## src/rtl/qtcore_multi_frontend_if.sv

```systemverilog
// Pin/core bus for qtcore_multi_frontend.
// slave  : the front-end itself.
// master : its environment, i.e. the pin wrapper that drives the selects and
//          scan data, together with the core array returning scan_out/halt.
interface qtcore_multi_frontend_if #(
    parameter int NUM_CORES = 2,
    parameter int SEL_W     = 3
);
    logic                 cs_scan_n;
    logic                 cs_proc_n;
    logic [SEL_W-1:0]     core_sel;
    logic                 scan_in;
    logic                 miso;
    logic [NUM_CORES-1:0] core_scan_enable;
    logic [NUM_CORES-1:0] core_proc_en;
    logic                 core_scan_in;
    logic [NUM_CORES-1:0] core_scan_out;
    logic [NUM_CORES-1:0] core_halt;

    modport master (
        output cs_scan_n, cs_proc_n, core_sel, scan_in, core_scan_out, core_halt,
        input  miso, core_scan_enable, core_proc_en, core_scan_in
    );

    modport slave (
        input  cs_scan_n, cs_proc_n, core_sel, scan_in, core_scan_out, core_halt,
        output miso, core_scan_enable, core_proc_en, core_scan_in
    );
endinterface

```

## src/rtl/qtcore_multi_frontend.sv

```systemverilog
// qtcore_multi_frontend: one SPI-style pin set fanned out to NUM_CORES cores.
// The chip selects are registered once, then a small session FSM latches the
// target core at session start and steers scan/run enables and miso to it.
// Optional feature macro: QTCORE_SCAN_BITCOUNT_EN. It adds a scan-length
// checker with the output bitcount_err.
module qtcore_multi_frontend #(
    parameter int NUM_CORES = 2,
    parameter int SEL_W     = 3,
    parameter int CHAIN_LEN = 8
) (
    input  logic                  clk,
    input  logic                  rst,
    qtcore_multi_frontend_if.slave bus,
    output logic [NUM_CORES-1:0]  halt_seen,
    output logic                  conflict
`ifdef QTCORE_SCAN_BITCOUNT_EN
    ,
    output logic                  bitcount_err
`endif
);
    typedef enum logic [1:0] {IDLE, SCAN, RUN, BLOCKED} state_t;

    state_t           state;
    state_t           state_nxt;
    logic             scan_q;
    logic             proc_q;
    logic             din_q;
    logic             din_qq;
    logic [SEL_W-1:0] sel_q;
    logic [SEL_W-1:0] sel_lat;
    logic             sel_ok;
    logic             start_scan;
    logic             start_run;

    // Reject impossible configurations at elaboration time.
    if (NUM_CORES < 1 || NUM_CORES > 8 || (1 << SEL_W) < NUM_CORES || CHAIN_LEN < 1) begin : g_param_check
        $error("qtcore_multi_frontend: illegal parameter combination");
    end

    // Input stage: one register per pin, plus a second data flop so the first
    // scan bit reaches the cores in the same cycle as the enable.
    // NOTE: non-blocking (<=) on every flop so each one samples pre-edge values.
    always_ff @(posedge clk) begin
        if (!rst) begin
            scan_q <= 1'b1;
            proc_q <= 1'b1;
            sel_q  <= '0;
            din_q  <= 1'b0;
            din_qq <= 1'b0;
        end else begin
            scan_q <= bus.cs_scan_n;
            proc_q <= bus.cs_proc_n;
            sel_q  <= bus.core_sel;
            din_q  <= bus.scan_in;
            din_qq <= din_q;
        end
    end

    assign bus.core_scan_in = din_qq;
    assign sel_ok           = 32'(sel_q) < NUM_CORES;

    // Session next-state logic; BLOCKED has priority over any clean exit.
    // NOTE: default assigned first so no path leaves state_nxt unassigned (no latch).
    always_comb begin
        state_nxt = state;
        case (state)
            IDLE: begin
                if (!scan_q || !proc_q) begin
                    if ((!scan_q && !proc_q) || !sel_ok) state_nxt = BLOCKED;
                    else if (!scan_q)                    state_nxt = SCAN;
                    else                                 state_nxt = RUN;
                end
            end
            SCAN: begin
                if (!proc_q)     state_nxt = BLOCKED;
                else if (scan_q) state_nxt = IDLE;
            end
            RUN: begin
                if (!scan_q)     state_nxt = BLOCKED;
                else if (proc_q) state_nxt = IDLE;
            end
            BLOCKED: begin
                if (scan_q && proc_q) state_nxt = IDLE;
            end
            default: state_nxt = IDLE;
        endcase
    end

    assign start_scan = (state == IDLE) && (state_nxt == SCAN);
    assign start_run  = (state == IDLE) && (state_nxt == RUN);

    // State register, per-session core latch and sticky halt flags.
    always_ff @(posedge clk) begin
        if (!rst) begin
            state     <= IDLE;
            sel_lat   <= '0;
            halt_seen <= '0;
        end else begin
            state <= state_nxt;
            if (start_scan || start_run) sel_lat <= sel_q;
            for (int i = 0; i < NUM_CORES; i++) begin
                if (start_run && sel_q == SEL_W'(i))
                    halt_seen[i] <= 1'b0;
                else if (state == RUN && sel_lat == SEL_W'(i) && bus.core_halt[i])
                    halt_seen[i] <= 1'b1;
            end
        end
    end

    // Enable steering and miso mux from state and latched core.
    always_comb begin
        bus.core_scan_enable = '0;
        bus.core_proc_en     = '0;
        bus.miso             = 1'b0;
        for (int i = 0; i < NUM_CORES; i++) begin
            if (sel_lat == SEL_W'(i)) begin
                if (state == SCAN) begin
                    bus.core_scan_enable[i] = 1'b1;
                    bus.miso                = bus.core_scan_out[i];
                end else if (state == RUN) begin
                    bus.core_proc_en[i] = 1'b1;
                    bus.miso            = bus.core_halt[i];
                end
            end
        end
    end

    assign conflict = (state == BLOCKED);

`ifdef QTCORE_SCAN_BITCOUNT_EN
    logic [15:0] bit_cnt;
    logic [15:0] bit_cnt_inc;

    // bit_cnt_inc counts the current SCAN cycle too, so it is the session
    // length at the exit edge.
    assign bit_cnt_inc = (&bit_cnt) ? bit_cnt : bit_cnt + 16'd1;

    // Saturating scan-length counter and its sticky verdict.
    always_ff @(posedge clk) begin
        if (!rst) begin
            bit_cnt      <= '0;
            bitcount_err <= 1'b0;
        end else begin
            if (start_scan)         bit_cnt <= '0;
            else if (state == SCAN) bit_cnt <= bit_cnt_inc;

            if (state == SCAN && state_nxt == IDLE)
                bitcount_err <= (bit_cnt_inc != 16'(CHAIN_LEN));
            else if (state == SCAN && state_nxt == BLOCKED)
                bitcount_err <= 1'b1;
        end
    end
`endif
endmodule
```

## src/flat_wrapper.sv

```systemverilog
// flat-port wrapper written by rule: the top's interface ports become plain ports
module qtcore_multi_frontend_flat 
#(
    parameter int NUM_CORES = 2,
    parameter int SEL_W     = 3,
    parameter int CHAIN_LEN = 8
)
  (clk, rst, halt_seen, conflict, bus_cs_scan_n, bus_cs_proc_n, bus_core_sel, bus_scan_in, bus_core_scan_out, bus_core_halt, bus_miso, bus_core_scan_enable, bus_core_proc_en, bus_core_scan_in);
  qtcore_multi_frontend_if #(.NUM_CORES(NUM_CORES), .SEL_W(SEL_W)) bus_i ();
  input  logic clk;
  input  logic rst;
  output logic [NUM_CORES-1:0] halt_seen;
  output logic conflict;
  input wire logic [$bits(bus_i.cs_scan_n)-1:0] bus_cs_scan_n;
  input wire logic [$bits(bus_i.cs_proc_n)-1:0] bus_cs_proc_n;
  input wire logic [$bits(bus_i.core_sel)-1:0] bus_core_sel;
  input wire logic [$bits(bus_i.scan_in)-1:0] bus_scan_in;
  input wire logic [$bits(bus_i.core_scan_out)-1:0] bus_core_scan_out;
  input wire logic [$bits(bus_i.core_halt)-1:0] bus_core_halt;
  output wire logic [$bits(bus_i.miso)-1:0] bus_miso;
  output wire logic [$bits(bus_i.core_scan_enable)-1:0] bus_core_scan_enable;
  output wire logic [$bits(bus_i.core_proc_en)-1:0] bus_core_proc_en;
  output wire logic [$bits(bus_i.core_scan_in)-1:0] bus_core_scan_in;
  assign bus_i.cs_scan_n = bus_cs_scan_n;
  assign bus_i.cs_proc_n = bus_cs_proc_n;
  assign bus_i.core_sel = bus_core_sel;
  assign bus_i.scan_in = bus_scan_in;
  assign bus_i.core_scan_out = bus_core_scan_out;
  assign bus_i.core_halt = bus_core_halt;
  assign bus_miso = bus_i.miso;
  assign bus_core_scan_enable = bus_i.core_scan_enable;
  assign bus_core_proc_en = bus_i.core_proc_en;
  assign bus_core_scan_in = bus_i.core_scan_in;
  qtcore_multi_frontend #(.NUM_CORES(NUM_CORES), .SEL_W(SEL_W), .CHAIN_LEN(CHAIN_LEN)) u_core (.clk(clk), .rst(rst), .bus(bus_i), .halt_seen(halt_seen), .conflict(conflict));
endmodule
```

## config.mk

```make
export PLATFORM = sky130hd
export DESIGN_NAME = qtcore_multi_frontend_flat
export DESIGN_NICKNAME = d
export VERILOG_FILES = /design/src/rtl/qtcore_multi_frontend_if.sv /design/src/rtl/qtcore_multi_frontend.sv /design/src/flat_wrapper.sv
export SDC_FILE = /design/constraint.sdc
export NUM_CORES = 1
export LEC_CHECK = 0
export CAP_MARGIN = 5
export CORE_UTILIZATION = 30
export DETAILED_ROUTE_END_ITERATION = 16
export PLACE_DENSITY_LB_ADDON = 0.08
export SLEW_MARGIN = 20
export SYNTH_ARGS = -nofsm -noshare
export SYNTH_HDL_FRONTEND = slang
export SYNTH_SLANG_ARGS = --single-unit
```

## constraint.sdc

```tcl
create_clock -name clk -period 1.2 [get_ports clk]
set_input_delay 0.24 -clock clk [delete_from_list [all_inputs] [get_ports clk]]
set_output_delay 0.24 -clock clk [all_outputs]
set_load 0.005 [all_outputs]
```

Word-level counts from Yosys, hierarchy flattened

Index checks and enable logic that the tools add are counted.
Widths: inputs -> output; s select.

Register bits after elaboration: 14
Input bits: 12
Output and inout bits: 9
Word-level logic and storage cells: 61

Order comparisons: 1
Equal/unequal tests: 7
Mux-type cells: 22
Bitwise operators: 1
Reduce and logical (&&, ||, !) cells: 21

Operators with widths:

| cell               | number |
|---|---|
| $mux 2             | 8 |
| $mux 1             | 13 |
| $logic_and 1x1->1  | 10 |
| $pmux 2 s4         | 1 |
| $eq 2x2->1 const B | 3 |
| $eq 3x1->1 const B | 2 |
| $logic_not 3->1    | 2 |
| $eq 2x1->1 const B | 2 |
| $reduce_or 2->1    | 2 |
| $logic_not 1->1    | 3 |
| $logic_or 1x1->1   | 3 |
| $lt 3x2->1 const B | 1 |
| $logic_not 2->1    | 1 |
| $not 1->1          | 1 |

Depth between registers and ports, before layout

Depth after elaboration: 10
Mapped depth: 3
Depth with buffers taken out: 3

Worst setup path after synthesis

Ideal clock, no wire load.

Path kind: reg2out
From: register u_core.sel_lat[0]
To: output port bus_miso
Arrival time: 1.019 ns
Required time: 0.960 ns
Setup slack: -0.059 ns
Stages on the path, launching flop included: 3
Path buffers: 0
Cell sequence: dfxtp_1 > mux2_2 > a211o_1

Word-level cells in the longest chain between the ends: 5

Ends and longest elaborated chain:

| what                   | line                         | text |
|---|---|---|
| from (decl)            | qtcore_multi_frontend.sv:30  | `logic [SEL_W-1:0] sel_lat;` |
| from (signal assigned) | qtcore_multi_frontend.sv:100 | `if (start_scan \|\| start_run) sel_lat <= sel_q;` |
| $logic_not 3->1        | qtcore_multi_frontend.sv:116 | `if (sel_lat == SEL_W'(i)) begin` |
| $mux 1                 | qtcore_multi_frontend.sv:116 |  |
| $mux 1                 | qtcore_multi_frontend.sv:120 | `end else if (state == RUN) begin` |
| $mux 1                 | qtcore_multi_frontend.sv:117 | `if (state == SCAN) begin` |
| $mux 1 *               | qtcore_multi_frontend.sv:116 |  |
| to (decl)              | flat_wrapper.sv:20           | `output wire logic [$bits(bus_i.miso)-1:0] bus_miso;` |

Mark *: on every way between the ends. The rest lies on a longest branch, timed or not.

Final worst setup path

From: register u_core.sel_lat[2]
To: output port bus_miso

The elaborated chain is that of the path after synthesis.

==> impl_metrics.env <==
export IMPL_io_pins=21
export IMPL_ir_drop_mv=0.7155
export IMPL_worstRegToRegCells=5
export IMPL_vias_per_cell=4.313
export IMPL_post_route_period_util=1.422
export IMPL_cp_max_fo=3
export IMPL_comb_power_share=0.160
export IMPL_min_path_type="reg -> reg"
export IMPL_power_leakage_nw=0.4293
export IMPL_wire_per_inst_um=9.878
export IMPL_final_util=0.5464
export IMPL_root_buffer="clkbuf_4"
export IMPL_dp_hpwl_um=759.3
export IMPL_h_tree_depth=1
export IMPL_async_flop_share=0
export IMPL_dr_pass1_iters=1
export IMPL_diodes=0
export IMPL_clockBufferDepth=2
export IMPL_cts_made_buffers=3
export IMPL_hold_viol_final=0
export IMPL_clkLatencyLatePin_ps=270
export IMPL_yosys_cell_types_count=21
export IMPL_synth_seq_area_share=0.5091
export IMPL_routed_wl_um=1136
export IMPL_fill_cells=153
export IMPL_nNetsFinal=103
export IMPL_start_util=0.3188
export IMPL_post_route_cell_area_sq_um=943.4
export IMPL_die_area_sq_um=2010
export IMPL_slew_headroom=0.8396
export IMPL_post_route_min_period_ps=1706
export IMPL_synth_cells=54
export IMPL_postRouteAntennaNets=0
export IMPL_grt_pass1_wl_um=1807
export IMPL_synthToLayoutAreaGrowth_pct=71.36
export IMPL_clk_pin_slew_worst_paths_ps=80
export IMPL_holdWs_ps=437.5
export IMPL_row_count=15
export IMPL_fp_coreArea_sq_um=1727
export IMPL_drive_gt1_frac=0.3889
export IMPL_place_gp_congestion=0.7458
export IMPL_overflow=0
export IMPL_syn_nets=66
export IMPL_die_height_um=44.84
export IMPL_grt_max_degree=10
export IMPL_fin_skew_ps=1.716
export IMPL_holdBufCountCts=0
export IMPL_num_vias=496
export IMPL_dieWidth_um=44.84
export IMPL_worstPathRequired_ps=960
export IMPL_cts_sinks=14
export IMPL_rsz0062_at_grt="yes"
export IMPL_final_max_slew_violation_count=0
export IMPL_violations="setup timing"
export IMPL_outcome="finished with violations"
export IMPL_place_area_sq_um=847.1
export IMPL_grt_pass1_vias=465
export IMPL_power_mw=0.9877
export IMPL_power_switching_mw=0.2170
export IMPL_port_buffers=20
export IMPL_grt_usage=0.1247
export IMPL_startpoint_type="register"
export IMPL_power_frac_seq=0.506
export IMPL_netlist_area_sq_um=550.5
export IMPL_remaining_drc_errors=0
export IMPL_synth_edf_count=0
export IMPL_path_class="reg -> out"
export IMPL_synth_seq_cells=14
export IMPL_max_freq_mhz=586.0
export IMPL_clock_power_share=0.334
export IMPL_maxCapViolations=0
export IMPL_critPathCaptureType="output pin"
export IMPL_antenna_found_initial=0
export IMPL_p_int_mw=0.7706
export IMPL_multi_input_area_sq_um=291.5
export IMPL_tritoncts="done"
export IMPL_hold_path_depth=1
export IMPL_syn_avg_cell_area_sq_um=10.19
export IMPL_swShare=0.2197
export IMPL_drt_initial_drc_count=0
export IMPL_worstPathArrival_ps=1470
export IMPL_finalWorstSetupSlack_ps=-506.4
export IMPL_synth_ff_type="dfxtp_1"
export IMPL_regArea_sq_um=292.8
export IMPL_yosysWarnings=0
export IMPL_powerDensity_nw_per_um2=1047
export IMPL_setup_viol=8
export IMPL_tightestPinTransition_ps=238.8
## per-stage QoR
step,instances,setup slack (ps),setup TNS (ps)
2_1_floorplan,54,26.05,0
3_3_place_gp,107,-619.2,-2801
6_report,115,-506.4,-2350
3_5_place_dp,107,-620.9,-2824
4_1_cts,115,-512.3,-3150
5_1_grt,115,-593.4,-2981
## final timing paths
check | from | end | slack, ps
setup / recovery | u_core.sel_lat[2] | bus_miso | -510
setup reg to reg | u_core.sel_lat[2] | u_core.halt_seen[0] | -120
hold reg to reg | u_core.din_q | u_core.bus.core_scan_in | 440
hold / removal | u_core.din_q | u_core.bus.core_scan_in | 440
## Yosys cell counts, types with 2 or more instances
| master | instances | area share |
|---|---|---|
| o221a_1 | 2 | 0.041 |
| nand2b_1 | 2 | 0.023 |
| nor3_1 | 2 | 0.018 |
| nor2b_1 | 2 | 0.023 |
| and3_1 | 3 | 0.034 |
| nor2_1 | 2 | 0.014 |
| o21a_1 | 2 | 0.027 |
| nor4_1 | 2 | 0.023 |
| dfxtp_1 | 14 | 0.51 |
| and2_1 | 7 | 0.080 |
| nand2_1 | 3 | 0.020 |
| o21ai_0 | 2 | 0.018 |
| inv_1 | 3 | 0.020 |
## layout by cell type (no fill, tap or decap), types with 2 or more instances in the layout
| master | netlist | routed |
|---|---|---|
| clkdlybuf4s50_1 | 0 | 11 |
| buf_6 | 0 | 2 |
| dfxtp_4 | 0 | 2 |
| nand2_1 | 3 | 2 |
| buf_2 | 0 | 3 |
| dfxtp_2 | 0 | 4 |
| o221a_1 | 2 | 2 |
| nor3_1 | 2 | 2 |
| buf_4 | 0 | 11 |
| clkbuf_4 | 0 | 3 |
| o21a_1 | 2 | 2 |
| o21ai_0 | 2 | 2 |
| and3_1 | 3 | 2 |
| nor2b_1 | 2 | 2 |
| dlygate4sd2_1 | 0 | 4 |
| and2_1 | 7 | 7 |
| dfxtp_1 | 14 | 8 |
| inv_1 | 3 | 2 |
| nand2b_1 | 2 | 2 |
## critical path: stages, from the launching register on
cell and delay (ps):
dfxtp_4 360, nor4b_4 300, buf_4 160, and3b_1 170, a211o_1 100, buf_2 100
## state kept, by name, summed over array words and instances, names as in the netlist
name and flops:
u_core.sel_q 3, u_core.din_q 1, u_core.sel_lat 3, u_core.proc_q 1, u_core.state 2, u_core.halt_seen 2
u_core.scan_q 1, u_core.bus.core_scan_in 1
## cell families (layout without fill, tap and decap cells)
family                 after synthesis  count (layout)  synth area share
AO/OA/AOI/OAI                        7               7            0.1023
AND/OR/NAND/NOR                     26              26            0.3068
buffers and inverters                4              40           0.02726
flip-flops                          14              14            0.5091
multiplexers                         2               2           0.03864
XOR/XNOR                             1               1           0.01591
## layer usage
layer	global-route usage	vias to the layer above	routed length [um]
met4	0.09091	0	9
met1	0.1457	223	540
li1	-	261	-
met5	0	-	0
met3	0.02400	2	45
met2	0.2029	10	541
## repair_timing
action	4_1_cts	5_1_grt
buffers inserted	4	2
pin swaps	5	5
resized for setup	18	18
endpoints found under the setup margin	14	10
## cell type report
type / instances / area share
Sequential cell: 14 / 0.3103
Multi-Input combinational cell: 36 / 0.3090
Timing Repair Buffer: 33 / 0.2971
Clock buffer: 4 / 0.03846
Tap cell: 25 / 0.03316
Inverter: 3 / 0.01194
## power groups by stage
stage | sequential (mW) | clock [mW] | combinational, mW
floorplan | 0.509 | 0 | 0.0518
detailed placement | 0.510 | 0 | 0.140
finish | 0.500 | 0.330 | 0.158
CTS | 0.502 | 0.344 | 0.152
global placement | 0.510 | 0 | 0.139
global route | 0.503 | 0.365 | 0.173
Power figures use the tool's default switching activity.
